File: src/rtl/pipe_track_chain_pkg.sv
// Shared parameter defaults and lookup helpers for the pipe_track_chain in-flight tracker.
// Optional build macro used by the top: PIPE_TRACK_LATE_FWD_EN (same-cycle late-data forwarding).
`ifndef WORD_LEN
`define WORD_LEN 32
`endif
`ifndef REG_FILE_ADDR_LEN
`define REG_FILE_ADDR_LEN 5
`endif
`ifndef PIPE_TRACK_DEPTH
`define PIPE_TRACK_DEPTH 3
`endif

package pipe_track_chain_pkg;

  localparam int PT_DATA_W     = `WORD_LEN;
  localparam int PT_ADDR_W     = `REG_FILE_ADDR_LEN;
  localparam int PT_DEPTH      = `PIPE_TRACK_DEPTH;
  localparam int PT_NSRC       = 2;
  localparam int PT_LATE_STAGE = 1;

  typedef struct packed {
    logic hit;
    logic stall;
  } fwd_flags_t;

  // A winning producer stalls the consumer only while its result is still unknown.
  function automatic fwd_flags_t fwd_flags(input logic hit, input logic data_vld);
    fwd_flags_t f;
    f.hit   = hit;
    f.stall = hit && !data_vld;
    return f;
  endfunction

endpackage

File: src/rtl/pipe_track_slot.sv
// One stage of the in-flight chain: valid, dest, wb_en, result data and its valid flag.
// Load wins over clear (advance/flush), which wins over a late-data fill.
module pipe_track_slot
  import pipe_track_chain_pkg::*;
#(
  parameter int DATA_W = PT_DATA_W,
  parameter int ADDR_W = PT_ADDR_W
) (
  input  logic              clk,
  input  logic              rst,
  input  logic              i_load,
  input  logic              i_clear,
  input  logic              i_fill,
  input  logic [ADDR_W-1:0] i_dest,
  input  logic              i_wb_en,
  input  logic [DATA_W-1:0] i_data,
  input  logic              i_data_vld,
  input  logic [DATA_W-1:0] i_late_data,
  output logic              o_valid,
  output logic [ADDR_W-1:0] o_dest,
  output logic              o_wb_en,
  output logic [DATA_W-1:0] o_data,
  output logic              o_data_vld
);

  logic              r_valid;
  logic [ADDR_W-1:0] r_dest;
  logic              r_wb_en;
  logic [DATA_W-1:0] r_data;
  logic              r_data_vld;

  always_ff @(posedge clk) begin
    if (rst) begin
      r_valid    <= 1'b0;
      r_dest     <= '0;
      r_wb_en    <= 1'b0;
      r_data     <= '0;
      r_data_vld <= 1'b0;
    end else if (i_load) begin
      r_valid    <= 1'b1;
      r_dest     <= i_dest;
      r_wb_en    <= i_wb_en;
      r_data     <= i_data;
      r_data_vld <= i_data_vld;
    end else if (i_clear) begin
      r_valid    <= 1'b0;
      r_data_vld <= 1'b0;
    end else if (i_fill) begin
      r_data     <= i_late_data;
      r_data_vld <= 1'b1;
    end
  end

  assign o_valid    = r_valid;
  assign o_dest     = r_dest;
  assign o_wb_en    = r_wb_en;
  assign o_data     = r_data;
  assign o_data_vld = r_data_vld;

endmodule

File: src/rtl/pipe_track_chain.sv
// DEPTH-stage elastic in-flight tracker with priority forwarding, load-use stall, flush and backpressure.
// Build option: define PIPE_TRACK_LATE_FWD_EN to forward late_data to lookups in the cycle it arrives.
module pipe_track_chain
  import pipe_track_chain_pkg::*;
#(
  parameter int DEPTH      = PT_DEPTH,
  parameter int DATA_W     = PT_DATA_W,
  parameter int ADDR_W     = PT_ADDR_W,
  parameter int NSRC       = PT_NSRC,
  parameter int LATE_STAGE = PT_LATE_STAGE
) (
  input  logic                   clk,
  input  logic                   rst,
  input  logic                   in_valid,
  output logic                   in_ready,
  input  logic [ADDR_W-1:0]      in_dest,
  input  logic                   in_wb_en,
  input  logic [DATA_W-1:0]      in_data,
  input  logic                   in_data_vld,
  input  logic                   late_vld,
  input  logic [DATA_W-1:0]      late_data,
  input  logic [DEPTH-1:0]       flush_mask,
  output logic                   out_valid,
  input  logic                   out_ready,
  output logic [ADDR_W-1:0]      out_dest,
  output logic                   out_wb_en,
  output logic [DATA_W-1:0]      out_data,
  input  logic [NSRC*ADDR_W-1:0] src_addr,
  output logic [NSRC-1:0]        fwd_hit,
  output logic [NSRC*DATA_W-1:0] fwd_data,
  output logic [NSRC-1:0]        fwd_stall
);

  logic [DEPTH-1:0]  w_valid;
  logic [DEPTH-1:0]  w_wb_en;
  logic [DEPTH-1:0]  w_data_vld;
  logic [ADDR_W-1:0] w_dest [DEPTH];
  logic [DATA_W-1:0] w_data [DEPTH];

  logic [DEPTH-1:0]  w_empty;
  logic [DEPTH-1:0]  w_adv;
  logic [DEPTH-1:0]  w_load;
  logic [DEPTH-1:0]  w_clear;
  logic [DEPTH-1:0]  w_fill;
  logic [ADDR_W-1:0] w_in_dest [DEPTH];
  logic [DEPTH-1:0]  w_in_wb_en;
  logic [DATA_W-1:0] w_in_data [DEPTH];
  logic [DEPTH-1:0]  w_in_data_vld;

  logic w_hold;
  logic w_late_fill;
  logic w_adv_acc;

  assign w_hold      = w_valid[LATE_STAGE] && !w_data_vld[LATE_STAGE] && !late_vld;
  assign w_late_fill = late_vld && w_valid[LATE_STAGE] && !w_data_vld[LATE_STAGE];

  // Ready ripples from the tail; a waiting load freezes the whole chain.
  always_comb begin
    w_adv            = '0;
    w_adv_acc        = out_ready && !w_hold;
    w_adv[DEPTH-1]   = w_adv_acc;
    for (int k = DEPTH - 2; k >= 0; k--) begin
      w_adv_acc = !w_hold && (w_empty[k+1] || w_adv_acc);
      w_adv[k]  = w_adv_acc;
    end
  end

  assign in_ready = w_empty[0] || w_adv[0];

  genvar gi;
  generate
    for (gi = 0; gi < DEPTH; gi++) begin : g_slot
      if (gi == 0) begin : g_head
        assign w_load[gi]        = in_valid && in_ready;
        assign w_in_dest[gi]     = in_dest;
        assign w_in_wb_en[gi]    = in_wb_en;
        assign w_in_data[gi]     = in_data;
        assign w_in_data_vld[gi] = in_data_vld;
      end else begin : g_body
        localparam bit FROM_LATE = ((gi - 1) == LATE_STAGE);
        // A filled entry that advances in the same cycle carries the late value along.
        assign w_load[gi]        = w_adv[gi-1] && !w_empty[gi-1];
        assign w_in_dest[gi]     = w_dest[gi-1];
        assign w_in_wb_en[gi]    = w_wb_en[gi-1];
        assign w_in_data[gi]     = (FROM_LATE && w_late_fill) ? late_data : w_data[gi-1];
        assign w_in_data_vld[gi] = w_data_vld[gi-1] || (FROM_LATE && w_late_fill);
      end

      assign w_empty[gi] = !w_valid[gi] || flush_mask[gi];
      assign w_clear[gi] = w_adv[gi] || flush_mask[gi];
      assign w_fill[gi]  = (gi == LATE_STAGE) && w_late_fill;

      pipe_track_slot #(
        .DATA_W (DATA_W),
        .ADDR_W (ADDR_W)
      ) u_slot (
        .clk         (clk),
        .rst         (rst),
        .i_load      (w_load[gi]),
        .i_clear     (w_clear[gi]),
        .i_fill      (w_fill[gi]),
        .i_dest      (w_in_dest[gi]),
        .i_wb_en     (w_in_wb_en[gi]),
        .i_data      (w_in_data[gi]),
        .i_data_vld  (w_in_data_vld[gi]),
        .i_late_data (late_data),
        .o_valid     (w_valid[gi]),
        .o_dest      (w_dest[gi]),
        .o_wb_en     (w_wb_en[gi]),
        .o_data      (w_data[gi]),
        .o_data_vld  (w_data_vld[gi])
      );
    end
  endgenerate

  assign out_valid = w_valid[DEPTH-1] && !flush_mask[DEPTH-1];
  assign out_dest  = w_dest[DEPTH-1];
  assign out_wb_en = w_wb_en[DEPTH-1];

  generate
    if (LATE_STAGE == DEPTH - 1) begin : g_out_late
      assign out_data = w_late_fill ? late_data : w_data[DEPTH-1];
    end else begin : g_out_reg
      assign out_data = w_data[DEPTH-1];
    end
  endgenerate

  generate
    for (gi = 0; gi < NSRC; gi++) begin : g_lookup
      logic [ADDR_W-1:0] w_src;
      logic              w_hit;
      logic              w_dvld;
      logic [DATA_W-1:0] w_win_data;
      fwd_flags_t        w_flags;
`ifdef PIPE_TRACK_LATE_FWD_EN
      logic              w_late_win;
`endif

      assign w_src = src_addr[gi*ADDR_W +: ADDR_W];

      // Scan oldest to youngest so the youngest match overwrites.
      always_comb begin
        w_hit      = 1'b0;
        w_dvld     = 1'b0;
        w_win_data = '0;
`ifdef PIPE_TRACK_LATE_FWD_EN
        w_late_win = 1'b0;
`endif
        for (int k = DEPTH - 1; k >= 0; k--) begin
          if (w_valid[k] && !flush_mask[k] && w_wb_en[k] &&
              (w_dest[k] == w_src) && (w_src != '0)) begin
            w_hit      = 1'b1;
            w_dvld     = w_data_vld[k];
            w_win_data = w_data[k];
`ifdef PIPE_TRACK_LATE_FWD_EN
            w_late_win = (k == LATE_STAGE);
`endif
          end
        end
`ifdef PIPE_TRACK_LATE_FWD_EN
        if (w_late_win && !w_dvld && late_vld) begin
          w_win_data = late_data;
          w_dvld     = 1'b1;
        end
`endif
      end

      assign w_flags                      = fwd_flags(w_hit, w_dvld);
      assign fwd_hit[gi]                  = w_flags.hit;
      assign fwd_stall[gi]                = w_flags.stall;
      assign fwd_data[gi*DATA_W +: DATA_W] = w_win_data;
    end
  endgenerate

endmodule

File: config.mk
export PLATFORM = sky130hd
export DESIGN_NAME = pipe_track_chain
export DESIGN_NICKNAME = d
export VERILOG_FILES = /design/src/rtl/pipe_track_chain_pkg.sv /design/src/rtl/pipe_track_slot.sv /design/src/rtl/pipe_track_chain.sv
export SDC_FILE = /design/constraint.sdc
export NUM_CORES = 1
export LEC_CHECK = 0
export BUFFER_PORTS_ARGS = -buffer_cell sky130_fd_sc_hd__buf_2
export CAP_MARGIN = 15
export CORE_ASPECT_RATIO = 0.6
export CORE_UTILIZATION = 59
export CTS_BUF_LIST = sky130_fd_sc_hd__clkbuf_4 sky130_fd_sc_hd__clkbuf_8
export CTS_CLUSTER_SIZE = 20
export DETAILED_ROUTE_END_ITERATION = 10
export HOLD_SLACK_MARGIN = 0.03
export PLACE_DENSITY = 0.89
export SLEW_MARGIN = 20
export SYNTH_ARGS = -nofsm -noshare
export SYNTH_HDL_FRONTEND = slang
export SYNTH_SLANG_ARGS = --single-unit
File: constraint.sdc
create_clock -name clk -period 3.2 [get_ports clk]
set_input_delay 0.32 -clock clk [delete_from_list [all_inputs] [get_ports clk]]
set_output_delay 0.32 -clock clk [all_outputs]
set_load 0.02 [all_outputs]
Word level (Yosys, flattened, before mapping)
Cells that the tools add are included.
- eq/ne operators: 7
- muxes and demuxes: 32
- reduce and logical (&&, ||, !) cells: 59
- operators by type and width (cell ; number):
    32-bit two-way mux ; 9
    5-bit == test ; 6
    1-bit logical AND ; 30
    1-bit two-way mux ; 23
    1-bit zero test ; 13
    1-bit logical OR ; 10
    5-bit nonzero test ; 2
    2-bit nonzero test ; 3
    3-bit nonzero test ; 1
    2-bit by 1-bit inequality test with 1-bit output, second input constant ; 1
- register bits: 120
- word-level logic and storage cells: 113
- output and inout bits: 108
- bits of input ports: 89

Logic depth before layout (Yosys ltp)
Gate-level depths: netlist (run 1).
- depth after elaboration: 12
- gate-level depth with buffers: 9
- depth with buffers taken out: 5

Cells and area by module
A second synthesis (run 1) with hierarchy kept.
- cell total of the unflattened synthesis: 1278
- area, all modules: 9544.2 um^2
- by module, submodules not included (module ; instances ; cells an instance ; area each (um^2) ; sequential area each (um^2)):
    pipe_track_slot ; 3 ; 243 ; 2023.2 ; 800.8
    pipe_track_chain ; 1 ; 549 ; 3474.6 ; 0.0

Worst setup path after synthesis (run 1)
OpenSTA, ideal clock, no wires.
- kind: input to output
- start point: in src_addr[0]
- end point: out fwd_data[21]
- buffers on the path: 3
- data required time: 2.880 ns
- stages on the path: 7
- data arrival time: 1.910 ns
- slack: 0.970 ns
- path through: clkbuf_1 -> xnor2_1 -> nand4_1 -> or4_1 -> buf_4 -> buf_2 -> a31oi_1
- cells in the longest elaborated chain, start to end: 6
- elaborated cells between the ends (all ways): 13
- those cells by class: eq/ne (3); mux (3); reduce/logical (7)
- ends and longest elaborated chain (what ; line ; source):
    from (decl) ; pipe_track_chain.sv:28 ; input logic [NSRC*ADDR_W-1:0] src_addr,
    5-bit == test ; pipe_track_chain.sv:151 ; (w_dest[k] == w_src) && (w_src != '0)) begin
    1-bit logical AND ; pipe_track_chain.sv:150 ; if (w_valid[k] && !flush_mask[k] && w_wb_en[k] &&
    1-bit logical AND ; pipe_track_chain.sv:151 ;
    32-bit two-way mux (2 in series) ; pipe_track_chain.sv:150 ;
    32-bit two-way mux * ; pipe_track_chain.sv:150 ;
    to (decl) ; pipe_track_chain.sv:30 ; output logic [NSRC*DATA_W-1:0] fwd_data,
Mark *: on every way between the ends. The rest lies on a longest branch, timed or not.

Worst setup path in the final report (run 1)
- start point: reg g_slot[1].u_slot.r_valid
- end point: out fwd_stall[1]
- cells in the longest elaborated chain, start to end: 8
- elaborated cells between the ends (all ways): 10
- those cells by class: mux (4); reduce/logical (6)
- ends and longest elaborated chain (what ; line ; source):
    from (decl) ; pipe_track_slot.sv:26 ; logic r_valid;
    from (signal assigned) ; pipe_track_slot.sv:34 ; r_valid <= 1'b0;
    from (signal assigned) ; pipe_track_slot.sv:40 ; r_valid <= 1'b1;
    from (signal assigned) ; pipe_track_slot.sv:46 ; r_valid <= 1'b0;
    1-bit logical AND * (3 in series) ; pipe_track_chain.sv:150 ;
    1-bit logical AND * ; pipe_track_chain.sv:151 ;
    1-bit two-way mux (2 in series) ; pipe_track_chain.sv:150 ;
    1-bit zero test ; pipe_track_chain_pkg.sv:30 ; f.stall = hit && !data_vld;
    1-bit logical AND * ; pipe_track_chain_pkg.sv:30 ;
    to (decl) ; pipe_track_chain.sv:31 ; output logic [NSRC-1:0] fwd_stall
Marked as above.

==> results of run 1 <==
[tightest hold or removal path, cell delays in order]
cell and delay [ns]:
buf_2 0.10, nand2_1 0.04, a21oi_1 0.05
[kinds of logic (layout without fill, tap and decap cells)]
family | Yosys count | in the layout | synth area share
and+or+nand+nor | 432 | 432 | 0.297
AOI/OAI and AO/OA | 184 | 184 | 0.193
DFF | 120 | 120 | 0.341
buffers and inverters | 82 | 254 | 0.0689
muxes | 40 | 40 | 0.0626
xor gates and xnor gates | 30 | 30 | 0.0373
[Yosys cell counts, types with 3 or more instances]
library cell	instances	area, um2
nand2_1	215	807
dfxtp_1	120	2400
nor2_1	113	424
a21oi_1	79	395
nand3b_1	38	285
a31oi_1	36	225
mux2_2	33	372
a222oi_1	32	320
a31oi_2	28	350
clkbuf_1	28	105
nand3_2	28	280
buf_2	27	135
xnor2_1	22	193
buf_4	12	90.1
xor2_1	8	70.1
mux2i_1	7	70.1
buf_6	5	56.3
nand4_1	5	31.3
nand3_1	4	20.0
nor3_1	4	20.0
or4_4	4	45.0
buf_1	3	11.3
buf_12	3	60.1
o21a_1	3	22.5
[area by class of cell]
type                    instances  area [um2]  area share
clock inverters                11         219      0.0256
inverters                       2        7.51    0.000879
flip-flops and latches        120        2400       0.281
repair buffers                220        1230       0.144
well taps                     160         200      0.0234
clock buffers                  21         277      0.0324
multi-input cells             686        4210       0.493
[stage by stage]
stage	utilization	total power [uW]	std cells
floorplan	-	1740	888
global placement	0.703	1860	1188
detailed placement	0.703	1870	1188
CTS	0.746	3540	1220
global route	0.746	3640	1220
finish	0.746	3540	1220
[layout by cell type, fill, tap and decap left out, types with 2 or more instances in the layout]
| master | count |
|---|---|
| a31oi_1 | 36 |
| nand3b_1 | 38 |
| a22oi_1 | 2 |
| a31oi_2 | 28 |
| buf_4 | 20 |
| clkinvlp_4 | 4 |
| buf_12 | 5 |
| nor3_1 | 3 |
| nand2_1 | 215 |
| a21oi_1 | 78 |
| or2_2 | 2 |
| or4_4 | 4 |
| bufinv_16 | 6 |
| a222oi_1 | 32 |
| nand3_1 | 4 |
| xnor2_1 | 22 |
| nand2b_1 | 2 |
| buf_2 | 195 |
| dfxtp_1 | 120 |
| nand3_2 | 28 |
| and2_1 | 2 |
| mux2i_1 | 7 |
| o21a_1 | 2 |
| nand4_1 | 5 |
| clkbuf_4 | 2 |
| clkbuf_8 | 19 |
| nor4_4 | 3 |
| mux2_2 | 33 |
| xor2_1 | 8 |
| nor2_1 | 113 |
[routing by layer]
metal | routed length, um | up-vias | global-route usage
li1 | - | 3438 | -
met1 | 9350 | 3529 | 0.494
met4 | 369 | 0 | 0.127
met2 | 9900 | 575 | 0.562
met5 | 0 | - | 0
met3 | 3090 | 45 | 0.0983
[power by group through the flow]
stage          Clock, uW  Sequential (uW)  Combinational (uW)
6_report            1690             1580                 273
2_1_floorplan          0             1590                 147
3_3_place_gp           0             1610                 258
3_5_place_dp           0             1610                 264
4_1_cts             1700             1570                 266
5_1_grt             1780             1580                 290
[final timing paths]
path	startpoint	endpoint
max	g_slot[1].u_slot.o_valid	fwd_stall[1]
min	in_data[29]	g_slot[0].u_slot.o_data[29]
max reg2reg	g_slot[2].u_slot.o_valid	g_slot[0].u_slot.o_data_vld
min reg2reg	g_slot[0].u_slot.o_wb_en	g_slot[0].u_slot.o_wb_en
[sequential cells by signal (all words and copies together) (netlist names)]
signal and cells:
g_slot.u_slot.o_data_vld 3, g_slot.u_slot.o_data 96, g_slot.u_slot.o_wb_en 3, g_slot.u_slot.o_valid 3, g_slot.u_slot.o_dest 15
==> flow_summary_export.csv, run 1 <==
group,metric,value,unit
timing,hold_violations,0,
clock_tree,clock_sinks,120,
clock_tree,cts_resized,0,
setup_path,ff2ff_setup_slack,0.85,ns
yosys,syn_inst,888,
placed_design,hpwl,15100,um
clock_tree,ctsLongestPathBuffers,2,
cells_and_area,fillers,863,
setup_path,worstSetupPathDepth,6,
timing,slew_viol_final,0,
placed_design,gp_congestion,0.963,
yosys,ys.flop_type,"dfxtp_1",
setup_path,path_delay_family,"simple AND/OR/NAND/NOR gates",
power_and_ir_drop,swShare,0.235,
clock_tree,cts_buffers,17,
cells_and_area,drive_above_1_share,0.342,
timing,fin_tns_setup,0,ns
floorplan,dieArea,12400,um2
timing,period_minus_slack,3.09,ns
drt,drc_errors,0,
drt,postRouteAntennaNets,0,
setup_path,crit_type,"reg2out",
floorplan,die_w,143,um
timing,rsz0062_at_grt,"false",
timing,whs,0.119,ns
power_and_ir_drop,p_comb_frac,0.077,
drt,drtPass1Iterations,6,
yosys,ys_async_sr_fraction,0,
cells_and_area,design_area,8540,um2
drt,vias,7587,
drt,totalWireLength,22700,um
yosys,synth-edff-count,0,
setup_path,critical_path.cell_chain,"and2b_2 -> nand2_2 -> or4_4 -> o21a_1 -> a22oi_2 -> buf_2",
floorplan,fp.dieH,86.7,um
outcome,run_status,"complete, no violations",
yosys,yosys_warnings,0,
clock_tree,cts_tree,"built",
grt,gr-total-overflow,0,
timing,max_freq,324,MHz
setup_path,path_buf_inv,1,
yosys,syn_nets,977,
floorplan,initial_core_util,0.616,
power_and_ir_drop,powerDensity,415,nW/um2
yosys,synth_seq_cells,120,
grt,track_usage,0.365,
hold_path,hold_depth,3,
timing,relSlewSlack,0.354,
yosys,yosys.cell_types.count,50,
floorplan,io_pins,197,
setup_path,max_stage_delay,0.85,ns
clock_tree,cts_max_level,4,
grt,grt_pass1_wl,35000,um
placed_design,portBuffers,196,
grt,first_global_vias,6823,
cells_and_area,antenna_cells,0,
cells_and_area,area_delta_synth_final,21.2,%
clock_tree,cts-root-buf,"clkbuf_8",
grt,antenna_found_initial,0,
hold_path,hold_path.class,"in2reg",
yosys,seq_area_frac_synth,0.341,
setup_path,path_max_fanout,34,
power_and_ir_drop,switching_power,832,uW
power_and_ir_drop,intPower,2710,uW
clock_tree,ctsHoldBuffers,0,
setup_path,crit_path_end_kind,"output port",
drt,drtIter0Drc,1031,
power_and_ir_drop,p_leak,0.00357,uW
clock_tree,post_cts_buffers,0,
setup_path,slowest_stage,"or4_4",
grt,grt_max_degree,91,
yosys,synth.avg_cell_area,7.94,um2
clock_tree,insertion_delay,0.43,ns
placed_design,placed_area,8050,um2
drt,detail_route.wl_per_cell,18.6,um
timing,fin_skew,0.0138,ns
placed_design,pre_cts_ws,0.514,ns
job,maxCapViolCount,0,
yosys,mappedNetlistArea,7050,um2
floorplan,rows,30,
setup_path,worstPathRequired,2.88,ns
timing,setup_ws,0.114,ns
power_and_ir_drop,peakVddDrop,0.281,mV
power_and_ir_drop,p_clk_frac,0.478,
floorplan,core-area,11400,um2
timing,final.period_utilization,0.965,
setup_path,worst_ep_arrival_time,2.77,ns
setup_path,start_kind,"flop",
drt,via_per_inst,6.22,
timing,setup_viol,0,
timing,worst_pin_slew,0.970,ns
cells_and_area,layout.nets,1136,
power_and_ir_drop,seq_power_share,0.445,
clock_tree,clk_pin_slew,0.08,ns
setup_path,reg2reg_depth,5,
Power figures use the tool's default switching activity.
==> run 2: changes to the inputs <==
- PLACE_DENSITY: 0.89 -> 0.95
==> run 2 against run 1 <==
Against the previous run:
- cell area down 0.60%
- via count up 0.17%
- sequential share of layout area up 0.17 points
- core utilization down 0.45 points
- sequential cell count unchanged
- critical path type unchanged
- largest power group is now registers
==> flow_summary_export.csv, run 2 (synthesis results as in run 1) <==
group,metric,value,unit
outcome,run_status,"complete, no violations",
clock_tree,clk_pin_slew,0.08,ns
floorplan,fp.dieH,86.7,um
setup_path,worst_ep_arrival_time,2.77,ns
power_and_ir_drop,p_leak,0.00354,uW
drt,drtPass1Iterations,7,
grt,antenna_found_initial,0,
clock_tree,cts_buffers,17,
placed_design,hpwl,15200,um
timing,relSlewSlack,0.354,
drt,drtIter0Drc,940,
cells_and_area,layout.nets,1136,
drt,via_per_inst,6.24,
drt,postRouteAntennaNets,0,
cells_and_area,mostFrequentLayoutCells,"215 x nand2_1, 195 x buf_2, 120 x dfxtp_1",
floorplan,die_w,143,um
timing,period_minus_slack,3.09,ns
clock_tree,post_cts_buffers,0,
power_and_ir_drop,powerDensity,401,nW/um2
placed_design,pre_cts_ws,0.464,ns
setup_path,crit_path_end_kind,"output port",
clock_tree,cts_tree,"built",
cells_and_area,antenna_cells,0,
floorplan,core-area,11400,um2
setup_path,ff2ff_setup_slack,0.95,ns
floorplan,io_pins,197,
cells_and_area,drive_above_1_share,0.341,
drt,totalWireLength,22800,um
drt,vias,7600,
setup_path,start_kind,"flop",
timing,fin_tns_setup,0,ns
clock_tree,insertion_delay,0.44,ns
setup_path,r2r-start,"g_slot[1].u_slot.o_valid",
timing,setup_ws,0.108,ns
floorplan,initial_core_util,0.616,
timing,rsz0062_at_grt,"false",
hold_path,hold_path.class,"in2reg",
timing,max_freq,323,MHz
clock_tree,cts-root-buf,"clkbuf_8",
power_and_ir_drop,peakVddDrop,0.311,mV
grt,track_usage,0.369,
setup_path,crit_start,"g_slot[0].u_slot.o_dest[3]",
timing,setup_viol,0,
setup_path,path_max_fanout,29,
timing,worst_pin_slew,0.969,ns
cells_and_area,largest_reg_flops,96,
timing,hold_violations,0,
clock_tree,ctsHoldBuffers,0,
placed_design,portBuffers,196,
clock_tree,cts_resized,0,
floorplan,rows,30,
setup_path,cp-endpoint,"fwd_data[5]",
clock_tree,ctsLongestPathBuffers,2,
floorplan,dieArea,12400,um2
timing,slew_viol_final,0,
clock_tree,cts_max_level,4,
clock_tree,clock_sinks,120,
setup_path,worstPathRequired,2.88,ns
cells_and_area,final_common_cell,"nand2_1",
job,maxCapViolCount,0,
grt,grt_pass1_wl,35100,um
timing,fin_skew,0.0185,ns
setup_path,reg2reg_depth,6,
grt,grt_max_degree,86,
setup_path,crit_type,"reg2out",
grt,first_global_vias,6869,
drt,detail_route.wl_per_cell,18.7,um
cells_and_area,fillers,869,
placed_design,gp_congestion,0.982,
grt,gr-total-overflow,0,
cells_and_area,area_delta_synth_final,20.4,%
setup_path,crit-reg2reg-capture,"g_slot[2].u_slot.o_data[3]",
drt,drc_errors,0,
timing,final.period_utilization,0.966,
## run 2: worst min-delay path by stage
stage | start | endpoint | slack, ns | cells after the start
3_5_place_dp | g_slot[1].u_slot.o_wb_en | g_slot[2].u_slot.o_wb_en | 0.48 | 2
2_1_floorplan | g_slot[0].u_slot.o_wb_en | g_slot[0].u_slot.o_wb_en | 0.45 | 2
4_1_cts | in_data[29] | g_slot[0].u_slot.o_data[29] | 0.11 | 3
3_3_place_gp | g_slot[2].u_slot.o_wb_en | g_slot[2].u_slot.o_wb_en | 0.46 | 2
6_report | in_data[23] | g_slot[0].u_slot.o_data[23] | 0.12 | 3
5_1_grt | in_data[23] | g_slot[0].u_slot.o_data[23] | 0.1 | 3
## run 2: power breakdown
group	internal [uW]	switching, uW	leakage, uW
combinational	109	161	0.00235
sequential	1530	46.2	0.000975
clock	927	633	0.000210
total	2570	841	0.00354
## run 2: through the flow
step                      instances  hold slack, ns  area (um2)  utilization  total power, uW
final                          1218           0.119        8490        0.742             3410
after CTS                      1218           0.106        8490        0.742             3400
after floorplan                 888           0.449        7050            -             1740
after global placement         1188           0.461        8050        0.703             1860
after detailed placement       1188           0.476        8050        0.703             1870
after global routing           1218          0.0979        8490        0.742             3500
## run 2: critical path, stage by stage (launching register included)
cell	delay, ns
dfxtp_1	0.42
xnor2_1	0.17
nand4_1	0.13
or4_2	0.92
buf_12	0.30
a31oi_1	0.17
buf_2	0.20
## run 2: metal layers
metal / track usage / vias up / share of wire
li1: - / 3430 / -
met1: 0.500 / 3530 / 0.41
met2: 0.566 / 583 / 0.43
met3: 0.0901 / 57 / 0.14
met4: 0.147 / 0 / 0.021
met5: 0 / - / 0
## run 2: area by class of cell
class                           instances  area (um2)  area share
Clock buffer                           18         241      0.0284
Clock inverter                         12         203      0.0239
Inverter                                2        7.51    0.000884
Multi-Input combinational cell        686        4210       0.496
Sequential cell                       120        2400       0.283
Tap cell                              160         200      0.0236
Timing Repair Buffer                  220        1230       0.144
